==> src/rtl/ctrl_pkg.sv <==
// Shared definitions for the multi-cycle main control unit: opcode values,
// FSM state encoding, ALU operand/operation selects and the packed control vector
// driven onto the datapath.
package ctrl_pkg;

    localparam logic [5:0] OP_RTYPE = 6'h00;
    localparam logic [5:0] OP_LW    = 6'h23;
    localparam logic [5:0] OP_SW    = 6'h2B;
    localparam logic [5:0] OP_BEQ   = 6'h04;
    localparam logic [5:0] OP_J     = 6'h02;
    localparam logic [5:0] OP_ADDI  = 6'h08;

    localparam logic [1:0] ALU_OP_ADD   = 2'b00;
    localparam logic [1:0] ALU_OP_SUB   = 2'b01;
    localparam logic [1:0] ALU_OP_FUNCT = 2'b10;

    localparam logic [1:0] ALUB_REG = 2'b00;
    localparam logic [1:0] ALUB_ONE = 2'b01;
    localparam logic [1:0] ALUB_IMM = 2'b10;

    typedef enum logic [3:0] {
        StFetch,
        StDecode,
        StMemAdr,
        StMemRd,
        StMemWb,
        StMemWr,
        StExec,
        StAluWb,
        StAddiEx,
        StAddiWb,
        StBranch,
        StJump
    } state_e;

    typedef struct packed {
        logic       mem_req;
        logic       mem_write;
        logic       iord;
        logic       ir_write;
        logic       reg_dst;
        logic       mem_to_reg;
        logic       reg_write;
        logic       alu_src_a;
        logic [1:0] alu_src_b;
        logic [1:0] alu_op;
        logic       pc_write;
        logic       branch;
        logic       jump;
        logic       illegal_op;
    } ctrl_t;

    function automatic logic is_legal_op(input logic [5:0] op);
        return (op == OP_RTYPE) || (op == OP_LW) || (op == OP_SW) ||
               (op == OP_BEQ) || (op == OP_J) || (op == OP_ADDI);
    endfunction

endpackage

==> src/rtl/ctrl_out_decode.sv <==
// Combinational decode of the control FSM state into the datapath control vector.
// Ports:
//   state     in   current FSM state
//   opcode    in   IR[31:26], only looked at in DECODE for illegal detection
//   run       in   gates the fetch request in FETCH
//   mem_ready in   qualifies ir_write in FETCH and the SW retire strobe
//   ctrl      out  packed control vector (not reset-gated here)
module ctrl_out_decode
    import ctrl_pkg::*;
(
    input  state_e     state,
    input  logic [5:0] opcode,
    input  logic       run,
    input  logic       mem_ready,
    output ctrl_t      ctrl
);

    always_comb begin
        ctrl = '0;
        unique case (state)
            StFetch: begin
                if (run) begin
                    ctrl.mem_req  = 1'b1;
                    ctrl.ir_write = mem_ready;
                end
            end
            StDecode: begin
                // ALU precomputes the branch target while the opcode is decoded
                ctrl.alu_src_b  = ALUB_IMM;
                ctrl.illegal_op = !is_legal_op(opcode);
            end
            StMemAdr, StAddiEx: begin
                ctrl.alu_src_a = 1'b1;
                ctrl.alu_src_b = ALUB_IMM;
                ctrl.alu_op    = ALU_OP_ADD;
            end
            StMemRd: begin
                ctrl.mem_req = 1'b1;
                ctrl.iord    = 1'b1;
            end
            StMemWb: begin
                ctrl.reg_write  = 1'b1;
                ctrl.mem_to_reg = 1'b1;
                ctrl.pc_write   = 1'b1;
            end
            StMemWr: begin
                ctrl.mem_req   = 1'b1;
                ctrl.mem_write = 1'b1;
                ctrl.iord      = 1'b1;
                ctrl.pc_write  = mem_ready;
            end
            StExec: begin
                ctrl.alu_src_a = 1'b1;
                ctrl.alu_src_b = ALUB_REG;
                ctrl.alu_op    = ALU_OP_FUNCT;
            end
            StAluWb: begin
                ctrl.reg_write = 1'b1;
                ctrl.reg_dst   = 1'b1;
                ctrl.pc_write  = 1'b1;
            end
            StAddiWb: begin
                ctrl.reg_write = 1'b1;
                ctrl.pc_write  = 1'b1;
            end
            StBranch: begin
                ctrl.alu_src_a = 1'b1;
                ctrl.alu_src_b = ALUB_REG;
                ctrl.alu_op    = ALU_OP_SUB;
                ctrl.branch    = 1'b1;
                ctrl.pc_write  = 1'b1;
            end
            StJump: begin
                ctrl.jump     = 1'b1;
                ctrl.pc_write = 1'b1;
            end
            default: ctrl = '0;
        endcase
    end

endmodule

==> src/rtl/multicycle_ctrl.sv <==
// Multi-cycle main control FSM: sequences each instruction through
// fetch/decode/execute/memory/writeback, drives datapath selects, issues one
// pc_write per retired instruction and counts retired instructions.
// Ports:
//   clk, reset (sync, active-low)   run, opcode, mem_ready   (inputs)
//   mem_req, mem_write, iord, ir_write, reg_dst, mem_to_reg, reg_write,
//   alu_src_a, alu_src_b, alu_op, pc_write, branch, jump, illegal_op,
//   instr_count                                              (outputs)
module multicycle_ctrl
    import ctrl_pkg::*;
#(
    parameter int unsigned CNT_W = 32
) (
    input  logic             clk,
    input  logic             reset,
    input  logic             run,
    input  logic [5:0]       opcode,
    input  logic             mem_ready,
    output logic             mem_req,
    output logic             mem_write,
    output logic             iord,
    output logic             ir_write,
    output logic             reg_dst,
    output logic             mem_to_reg,
    output logic             reg_write,
    output logic             alu_src_a,
    output logic [1:0]       alu_src_b,
    output logic [1:0]       alu_op,
    output logic             pc_write,
    output logic             branch,
    output logic             jump,
    output logic             illegal_op,
    output logic [CNT_W-1:0] instr_count
);

    state_e            state_q, state_d;
    logic [CNT_W-1:0]  count_q;
    ctrl_t             ctrl_raw;
    ctrl_t             ctrl_out;

    ctrl_out_decode u_decode (
        .state     (state_q),
        .opcode    (opcode),
        .run       (run),
        .mem_ready (mem_ready),
        .ctrl      (ctrl_raw)
    );

    // Reset forces every strobe low in the same cycle, not just after the edge
    assign ctrl_out = reset ? ctrl_raw : '0;

    always_comb begin
        state_d = state_q;
        unique case (state_q)
            StFetch:  if (run && mem_ready) state_d = StDecode;
            StDecode: begin
                case (opcode)
                    OP_LW, OP_SW: state_d = StMemAdr;
                    OP_RTYPE:     state_d = StExec;
                    OP_BEQ:       state_d = StBranch;
                    OP_J:         state_d = StJump;
                    OP_ADDI:      state_d = StAddiEx;
                    default:      state_d = StFetch;
                endcase
            end
            StMemAdr: state_d = (opcode == OP_SW) ? StMemWr : StMemRd;
            StMemRd:  if (mem_ready) state_d = StMemWb;
            StMemWr:  if (mem_ready) state_d = StFetch;
            StExec:   state_d = StAluWb;
            StAddiEx: state_d = StAddiWb;
            StMemWb, StAluWb, StAddiWb, StBranch, StJump: state_d = StFetch;
            default:  state_d = StFetch;
        endcase
    end

    always_ff @(posedge clk) begin
        if (!reset) begin
            state_q <= StFetch;
            count_q <= '0;
        end else begin
            state_q <= state_d;
            if (ctrl_raw.pc_write) begin
                count_q <= count_q + CNT_W'(1);
            end
        end
    end

    assign mem_req     = ctrl_out.mem_req;
    assign mem_write   = ctrl_out.mem_write;
    assign iord        = ctrl_out.iord;
    assign ir_write    = ctrl_out.ir_write;
    assign reg_dst     = ctrl_out.reg_dst;
    assign mem_to_reg  = ctrl_out.mem_to_reg;
    assign reg_write   = ctrl_out.reg_write;
    assign alu_src_a   = ctrl_out.alu_src_a;
    assign alu_src_b   = ctrl_out.alu_src_b;
    assign alu_op      = ctrl_out.alu_op;
    assign pc_write    = ctrl_out.pc_write;
    assign branch      = ctrl_out.branch;
    assign jump        = ctrl_out.jump;
    assign illegal_op  = ctrl_out.illegal_op;
    assign instr_count = count_q;

endmodule
==> config.mk <==
export PLATFORM = sky130hd
export DESIGN_NAME = multicycle_ctrl
export DESIGN_NICKNAME = d
export VERILOG_FILES = /design/src/rtl/ctrl_pkg.sv /design/src/rtl/ctrl_out_decode.sv /design/src/rtl/multicycle_ctrl.sv
export SDC_FILE = /design/constraint.sdc
export NUM_CORES = 1
export LEC_CHECK = 0
export ABC_AREA = 1
export CORE_MARGIN = 10
export CORE_UTILIZATION = 30
export CTS_CLUSTER_SIZE = 40
export DETAILED_ROUTE_END_ITERATION = 8
export PLACE_DENSITY = 0.5
export SLEW_MARGIN = 20
export SYNTH_ARGS = -nofsm -noshare
export SYNTH_HDL_FRONTEND = slang
export SYNTH_HIERARCHICAL = 1
export SYNTH_SLANG_ARGS = --single-unit
==> constraint.sdc <==
create_clock -name clk -period 3 [get_ports clk]
set_input_delay 0.3 -clock clk [delete_from_list [all_inputs] [get_ports clk]]
set_output_delay 0.3 -clock clk [all_outputs]
set_load 0.1 [all_outputs]
==> impl_results.md <==
- Status: finished clean
- Maximum VDD drop: 0.120 mV
- Clock transition at the registers of the reported paths: 70 ps
- H-tree depth: 2
- Initial antenna violation count: 0
- WHS Endpoint: instr_count[8]$_SDFFE_PN0P_
- Clock root cell: clkbuf_8
- Initial DRC count: 63
- Vias: 2643
- Hold Crit Depth: 2
- Die width: 112 microns
- Die area: 0.0125 sq mm
- Syn Inst Count: 414
- Hold_buf cts: 0
- Worst path cell trace: inv_1 -> nor2_1 -> o21ai_0 -> o211ai_1 -> buf_4 -> nand2_1 -> inv_1 -> buf_12
- Number of CTS-inserted buffers: 5
- Hold slack: 514 ps
- Max cap viols: 0
- Nets@finish: 483
- Fmax: 420 MHz
- TritonCTS clock tree: yes
- Family with the most delay on the worst path: buffers and inverters
- Period utilization: 79.4%
- Register area: 721 sq um
- Vias in the first global route: 2412
- Tightest Pin Transition: 634 ps
- Post-Place Cells: 570
- Synth-to-layout area growth: 32.9%
- Routed length per instance: 12.6 microns
- Fillers: 894
- Crit path DAT: 2080 ps
- Commonest cells after routing, fill and taps aside: nand2_1, nor2_1, inv_1
- Clk sinks: 36
- CTS max path bufs: 2
- Antenna Nets Post-Route: 0
- Pre-Repair DR Iteration Count: 4
- Final Power: 0.988 mW
- CP required: 2700 ps
- Grt ovf: 0
- Worst r2r src: state_q[2]$_SDFFE_PN0P_
- Vert. Die Dim: 112 microns
- Static leakage: 1.54 nW
- Largest net degree at the start of global routing: 20
- Synth warnings: 6
- Post-CTS Resized: 0
- Sequential area share after synthesis: 28.4%
- Syn nets: 425
- Commonest non-fill, non-tap cell in the layout: nand2_1
- Hold_sp: instr_count[8]$_SDFFE_PN0P_
- Fin area: 0.00337 sq mm
- Critical path class: flop to output port
- FF-to-FF setup slack: 780 ps
- Final hold vios: 0
- GP Congestion: 0.854
- Cell row count: 33
- Mean Syn Cell Area: 6.12 sq um
- Area occupied by multi-input gates: 0.00150 sq mm
- Total power divided by cell area: 293 mW/mm^2
- First-pass GRT wire length: 11900 microns
- Num ports: 58
- Slew Limit Fails: 0
- Most frequent CP cell: inv_1
- Minimum clock period: 2380 ps
- Detailed placement HPWL: 5860 microns
- Slowest stage delay, CP: 440 ps
- Min-delay worst type: flop to flop
- TNS Setup: 0 ps
- Fin util: 41.0%
- Levels on crit path: 8
- Setup WS pre-CTS: 772 ps
- Worst-skew pair later-pin latency: 290 ps
- Finished Layout Cells: 577
- Core area: 0.00822 sq mm
- Crit. End Element: output port
- Cell variety after synth: 34
- Met2 WL: 3340 microns
- IO buf count: 56
- Worst slew margin: 57.6%
- Number of synthesized register bits: 36
- Starting density of the core: 30.8%
- Vias per cell: 4.58
- Share of layout cells above drive strength 1: 19.3%
- DRT met1 WL: 3540 microns
- Skew final: 6.37 ps
- Setup Fix Bufs, Post-CTS: 0
- # diodes: 0
- RSZ-0062 raised after global routing: no
- Setup WS post-layout: 618 ps
- Mapped cell area: 0.00253 sq mm
- Top Metal Used: met4
- Slowest CP cell: dfxtp_1
- Area of placed instances: 0.00327 sq mm
- RR Endpoint: instr_count[18]$_SDFFE_PN0P_
- Final setup fails: 0
- CP Max Fanout: 8
- Worst path bufs/invs: 4
- Register-to-Register Path Depth: 12
- Number of remaining DRC errors: 0
- Final WL: 7270 microns
- Startpoint types: flop
- Tot GR Track Use: 11.2%
- Routed wl met3: 357 microns
==> worst max-delay path by stage <==
stage	start	slack, ps	end
after floorplan	instr_count[0]$_SDFFE_PN0P_	870	instr_count[18]$_SDFFE_PN0P_
after global placement	mem_ready	820	instr_count[24]$_SDFFE_PN0P_
after detailed placement	mem_ready	770	instr_count[18]$_SDFFE_PN0P_
after CTS	state_q[2]$_SDFFE_PN0P_	610	pc_write
after global routing	state_q[2]$_SDFFE_PN0P_	400	pc_write
final	state_q[2]$_SDFFE_PN0P_	620	pc_write
==> final cells by class <==
class                   instances  share of cell area [%]
well taps                     105                    3.90
repair buffers                 59                    19.4
flip-flops and latches         36                    21.4
clock buffers                   7                    2.86
inverters                      70                    7.80
multi-input cells             300                    44.7
==> tightest hold or removal path, cell delays in order (launching register included) <==
cell and delay, ps:
dfxtp_1 350, inv_1 60, a21oi_1 50
==> metal layers <==
metal  up-vias  global-route usage (%)
li1       1407                       -
met1      1192                    14.4
met2        42                    17.9
met3         2                    3.01
met4         0                    2.83
met5         -                       0
==> power by group <==
group	switching [mW]	leakage [nW]	total, mW	internal, mW
clock network	0.176	0.0503	0.381	0.205
registers	0.00366	0.290	0.483	0.479
logic	0.0828	1.20	0.125	0.0421
==> flip-flops by register name, summed over array words and instances (netlist names) <==
| register | count |
|---|---|
| instr_count | 32 |
| state_q | 4 |
==> synth_stat cells (all sizes together) <==
library cell,number,area [sq um]
buf,4,31.3
a21oi,20,100
nor3b,2,20.0
xnor2,2,17.5
or2,1,6.26
ha,1,12.5
o21bai,3,22.5
and2,1,6.26
nand3,33,200
nand4,10,62.6
conb,1,3.75
nor3,6,30.0
inv,70,263
o211ai,3,22.5
o21ai,15,78.8
xor2,4,35.0
nand2,106,420
clkbuf,4,15.0
a31oi,1,6.26
o31ai,2,15.0
dfxtp,36,721
nor2,89,444
==> cell families after synthesis <==
group | share of synthesized area [%]
compound gates | 9.68
xor+xnor | 2.07
fa+ha+maj | 0.494
buf+inv | 12.2
flops | 28.4
other cells | 0.148
simple gates | 47.0
No activity file was read; power rests on OpenSTA's default activity.
